--- config.mk ---
export PLATFORM = sky130hd
export DESIGN_NAME = fir_multichannel
export DESIGN_NICKNAME = d
export VERILOG_FILES = /design/src/rtl/fir_multichannel.sv
export SDC_FILE = /design/constraint.sdc
export NUM_CORES = 2
export LEC_CHECK = 0
export ABC_AREA = 1
export CAP_MARGIN = 20
export CORE_UTILIZATION = 40
export DETAILED_ROUTE_END_ITERATION = 8
export HOLD_SLACK_MARGIN = 0.02
export PLACE_DENSITY = 0.66
export SLEW_MARGIN = 20
export SYNTH_ARGS = -nofsm -noshare
export SYNTH_HDL_FRONTEND = slang
export SYNTH_SLANG_ARGS = --single-unit
--- constraint.sdc ---
create_clock -name clock -period 16.65 [get_ports clock]
set_clock_uncertainty 0.05 [all_clocks]
set_input_delay 2.4975 -clock clock [delete_from_list [all_inputs] [get_ports clock]]
set_output_delay 2.4975 -clock clock [all_outputs]
set_load 0.02 [all_outputs]
--- src/rtl/fir_multichannel.sv ---
// Time-shared multichannel FIR filter: one multiply-accumulate engine walks every channel
// of a sample set in turn, with coefficients read from an external one-cycle-latency RAM.
module fir_multichannel #(
    parameter int NCH        = 2,
    parameter int NTAPS      = 64,
    parameter int DW         = 18,
    parameter int CW         = 16,
    parameter int COEF_BANKS = 1,
    parameter int CAW        = $clog2(COEF_BANKS * NTAPS)
) (
    input  logic                clock,
    input  logic                reset_n,
    input  logic                endata,
    input  logic [NCH*DW-1:0]   datain,
    input  logic [NCH-1:0]      bypass,
    input  logic                clear_ovr,
    output logic [CAW-1:0]      coefaddress,
    input  logic [CW-1:0]       coefdata,
    output logic [NCH*DW-1:0]   dataout,
    output logic                dout_valid,
    output logic                busy,
    output logic                overrun
);
    localparam int TW   = $clog2(NTAPS);
    localparam int CHW  = (NCH > 1) ? $clog2(NCH) : 1;
    localparam int DLW  = CHW + TW;
    localparam int ACCW = DW + CW + TW;

    localparam logic signed [ACCW:0] RND    = (ACCW+1)'(2 ** (CW - 2));
    localparam logic signed [ACCW:0] SAT_HI = (ACCW+1)'((2 ** (DW - 1)) - 1);
    localparam logic signed [ACCW:0] SAT_LO = (ACCW+1)'(-(2 ** (DW - 1)));

    typedef enum logic [2:0] {INIT, IDLE, LOAD, MAC, STORE, UPDATE} state_t;

    state_t state, state_next;

    logic [DLW-1:0]           init_cnt;
    logic [TW-1:0]            wp;
    logic [CHW-1:0]           ch;
    logic [TW:0]              k;
    logic [NCH*DW-1:0]        sample_q;
    logic [NCH-1:0]           bypass_q;
    logic [NCH*DW-1:0]        result_q;
    logic                     v1, v2;
    logic signed [DW-1:0]     x_q;
    logic signed [DW+CW-1:0]  prod_q;
    logic signed [ACCW-1:0]   acc;

    logic [DW-1:0]            dline [2**DLW];

    logic                     issue;
    logic                     last_ch;
    logic [TW-1:0]            rd_tap;
    logic [CAW-1:0]           coef_idx;
    logic signed [ACCW:0]     rounded;
    logic signed [ACCW:0]     shifted;
    logic [DW-1:0]            sat_val;
    logic [DW-1:0]            store_val;
    logic [NCH*DW-1:0]        out_next;

    assign busy    = (state != IDLE);
    assign issue   = (state == MAC) && !k[TW];
    assign last_ch = (ch == CHW'(NCH - 1));
    assign rd_tap  = wp - k[TW-1:0];

    generate
        if (COEF_BANKS == 1) begin : g_shared
            assign coef_idx = CAW'(k[TW-1:0]);
        end else begin : g_banked
            assign coef_idx = CAW'({ch, k[TW-1:0]});
        end
    endgenerate

    assign coefaddress = issue ? coef_idx : '0;

    always_comb begin
        state_next = state;
        case (state)
            INIT:    if (init_cnt == DLW'(NCH * NTAPS - 1)) state_next = IDLE;
            IDLE:    if (endata) state_next = LOAD;
            LOAD:    if (last_ch) state_next = MAC;
            MAC:     if (k == (TW+1)'(NTAPS + 1)) state_next = STORE;
            STORE:   state_next = last_ch ? UPDATE : MAC;
            UPDATE:  state_next = IDLE;
            default: state_next = INIT;
        endcase
    end

    // Round half up, then clamp into the sample range; bypassed channels pass the captured input.
    always_comb begin
        rounded = {acc[ACCW-1], acc} + RND;
        shifted = rounded >>> (CW - 1);
        if (shifted > SAT_HI)
            sat_val = SAT_HI[DW-1:0];
        else if (shifted < SAT_LO)
            sat_val = SAT_LO[DW-1:0];
        else
            sat_val = shifted[DW-1:0];
        store_val = bypass_q[ch] ? sample_q[ch*DW +: DW] : sat_val;
        out_next = result_q;
        out_next[ch*DW +: DW] = store_val;
    end

    // Delay-line RAM: sample read is registered so it lines up with the coefficient RAM output.
    always_ff @(posedge clock) begin
        if (state == INIT)
            dline[init_cnt] <= '0;
        else if (state == LOAD)
            dline[{ch, wp}] <= sample_q[ch*DW +: DW];
        x_q <= dline[{ch, rd_tap}];
    end

    always_ff @(posedge clock or negedge reset_n) begin
        if (!reset_n) begin
            state      <= INIT;
            init_cnt   <= '0;
            wp         <= '0;
            ch         <= '0;
            k          <= '0;
            sample_q   <= '0;
            bypass_q   <= '0;
            result_q   <= '0;
            v1         <= 1'b0;
            v2         <= 1'b0;
            prod_q     <= '0;
            acc        <= '0;
            dataout    <= '0;
            dout_valid <= 1'b0;
            overrun    <= 1'b0;
        end else begin
            state      <= state_next;
            dout_valid <= 1'b0;
            v1         <= issue;
            v2         <= v1;
            prod_q     <= x_q * $signed(coefdata);
            if (v2)
                acc <= acc + ACCW'(prod_q);

            if (endata && busy)
                overrun <= 1'b1;
            else if (clear_ovr)
                overrun <= 1'b0;

            case (state)
                INIT: begin
                    init_cnt <= (state_next == IDLE) ? '0 : init_cnt + 1'b1;
                end
                IDLE: begin
                    if (endata) begin
                        sample_q <= datain;
                        bypass_q <= bypass;
                        ch       <= '0;
                    end
                end
                LOAD: begin
                    ch  <= last_ch ? '0 : ch + 1'b1;
                    k   <= '0;
                    acc <= '0;
                end
                MAC: begin
                    k <= k + 1'b1;
                end
                STORE: begin
                    acc                   <= '0;
                    k                     <= '0;
                    result_q[ch*DW +: DW] <= store_val;
                    // The last channel's result goes straight to the output alongside the others.
                    if (last_ch) begin
                        dataout    <= out_next;
                        dout_valid <= 1'b1;
                    end else begin
                        ch <= ch + 1'b1;
                    end
                end
                UPDATE: begin
                    wp <= wp + 1'b1;
                    ch <= '0;
                end
                default: ;
            endcase
        end
    end
endmodule

==> metrics.cfg <==
[drt]
vias_per_cell=5.38
routedWlPerCell_microns=21.4
dr.pass1.iters=6
vias=78100
detail-route-antenna-nets=0
wirelength_mm=310
drc_errors=0
drt_iter0_markers=9208

[setup_path]
path_class=in -> reg
required_ns=17.36
cp_max_fo=18
cp_data_arrival_time_ns=8.69
cp-start-kind=input pin
crit_path_end_kind=flip-flop

[timing]
grt_setup_unrepaired=false
hold_violations=0
tns_ns=0
slew_headroom=0.196
drv_slew=0
min_period_ns=7.98
setup_viol=0
min_period_over_period=0.479
worst_slew_pin_slew_ns=1.20
fmax_mhz=125

[clock_network]
post_cts_buffers=0
cts_buffers=277
ctsResizeCount=0
clock-root-buffer=clkbuf_16
clockBufferDepth=4
path_clk_slew_ns=0.06
postCtsHoldBufs=0
htreeDepth=5
numClockSinks=2516
clock_latency_ns=0.95
cts_tree=built

[logic_synthesis]
async_flop_share=0.0771
synth.cell_area_sq_mm=0.116
syn-instance-count=10500
synth-edff-count=2304
yosysSeqAreaShare=0.640
syn-num-nets=11000
synth_warnings=0
syn_avg_cell_area_sq_um=11.0
synth-seq-cells=2516
synth-main-ff-cell=edfxtp_1
ys_types=53

[global_routing]
grt_usage=0.209
overflow=0
grt_antenna_before_repair=9
grt_max_degree=250
grt_pass1_vias=76000
grt_pass1_wl_mm=469

[place]
dpl.hpwl_mm=184
gp_congestion=0.900
dp.cells=14000
placed_cell_area_sq_mm=0.121
port_buffers=102

[min_path]
hold_path.class=reg -> reg

[run_status]
outcome=completed

[floorplan]
io-pin-count=103
die_h_microns=541
die_x_microns=541
start_util=0.403
row_count=197
die_area_sq_mm=0.293
core_area_sq_mm=0.288

[final_layout]
drive_above_1_share=0.0710
fillCellCount=25900
final_nets=11000
final_area_sq_mm=0.130
stdcell_count=14500
area_growth_pct=11.7

[job]
maxCapViolCount=0

[layout by cell type (no fill, tap or decap), types with 30 or more instances in the layout]
master / n
nor2_1: 1779
clkdlybuf4s50_1: 101
xor2_1: 46
nand3_1: 269
nand2_1: 1436
clkbuf_1: 63
buf_4: 197
dfrtp_1: 193
clkinv_1: 61
edfxtp_1: 2304
mux2_2: 73
o21ai_1: 311
fa_1: 291
o22ai_1: 111
clkbuf_16: 285
mux2i_1: 109
inv_1: 905
ha_1: 134
a21oi_1: 126
o21ai_0: 1603
nor2_4: 40
clkinv_2: 30
[routing by layer]
metal | global-route usage | part of all wire
met3 | 0.0329 | 0.083
met5 | 0 | 0.000042
met2 | 0.333 | 0.47
met4 | 0.0695 | 0.031
met1 | 0.291 | 0.42
[final cells by class]
type                       count  area, sq um  share of cell area
sequential                  2516        74400               0.573
multi-input combinational   6520        36100               0.278
clock buffer                 356         7480              0.0576
tap                         3781         4730              0.0364
inverter                     915         3450              0.0266
timing repair buffer         319         2880              0.0221
clock inverter               109          823             0.00634
antenna                        2         5.00           0.0000385
[flip-flops by register name, indices dropped and copies added, names as in the netlist, 2 cells and up]
register	count
x_q	18
dline	2304
acc	40
k	7
result_q	18
dataout	36
wp	6
sample_q	36
state	3
bypass_q	2
init_cnt	7
prod_q	34
[synthesized netlist by cell type (12+ instances only)]
cell type | number | area [sq um]
inv_1 | 905 | 3400
buf_1 | 49 | 184
nand2_2 | 15 | 93.8
xor2_1 | 46 | 403
buf_4 | 55 | 413
mux2_2 | 73 | 822
a21oi_1 | 126 | 631
clkbuf_1 | 307 | 1150
edfxtp_1 | 2304 | 69200
buf_6 | 12 | 135
mux2i_1 | 109 | 1090
nand2_1 | 1441 | 5410
buf_2 | 163 | 816
dfxtp_1 | 18 | 360
xnor2_1 | 23 | 201
a21o_1 | 13 | 97.6
dfrtp_1 | 194 | 4850
o21ai_1 | 311 | 1560
o22ai_1 | 111 | 694
nor2_1 | 1837 | 6900
fa_1 | 292 | 5850
o21ai_0 | 1603 | 8020
ha_1 | 135 | 1690
nor3_1 | 24 | 120
nand3_1 | 269 | 1350
[worst max-delay path: stages]
cell and delay (ns):
clkdlybuf4s50_1 0.46, buf_4 0.24, nand2_1 0.14, inv_1 0.16
fa_1 0.57, fa_1 0.85, inv_1 0.16, fa_1 0.51
fa_1 0.58, fa_1 0.43, fa_1 0.49, inv_1 0.04
ha_1 0.36, nand2_1 0.10, nor2_1 0.16, nand2_1 0.11
nor4_1 0.18, nand2_1 0.09, o211ai_1 0.22, a21oi_1 0.16
xor2_1 0.18
[worst paths after layout]
| path | startpoint | slack, ns | cells past startpoint | endpoint |
|---|---|---|---|---|
| max | coefdata[1] | 8.67 | 21 | prod_q[31] |
| min | v1 | 0.31 | 0 | v2 |
| max reg2reg | wp[0] | 10.03 | 16 | x_q[16] |
| min reg2reg | v1 | 0.31 | 0 | v2 |
| max in group asynchronous | reset_n | 13.55 | 2 | sample_q[9] |
| min in group asynchronous | reset_n | 1.65 | 1 | sample_q[20] |
[per-stage QoR]
| step | utilization | hold slack [ns] | worst slack [ns] |
|---|---|---|---|
| floorplan | - | 0.281 | 8.74 |
| global placement | 0.421 | 0.291 | 7.76 |
| detailed placement | 0.421 | 0.297 | 7.76 |
| CTS | 0.450 | 0.310 | 8.71 |
| global route | 0.450 | 0.315 | 8.37 |
| finish | 0.450 | 0.311 | 8.67 |
[logic make-up after synthesis]
logic type,count (synthesis),share of synthesized area
flops,2516,0.640
mux,182,0.0165
fa+ha+maj,427,0.0648
simple gates,3634,0.122
compound gates,2205,0.0974
buf+inv,1502,0.0529
xor+xnor,72,0.00562
Power is not shown: default switching activity piles up to over one toggle a cycle in this logic, so the estimate is an artifact.
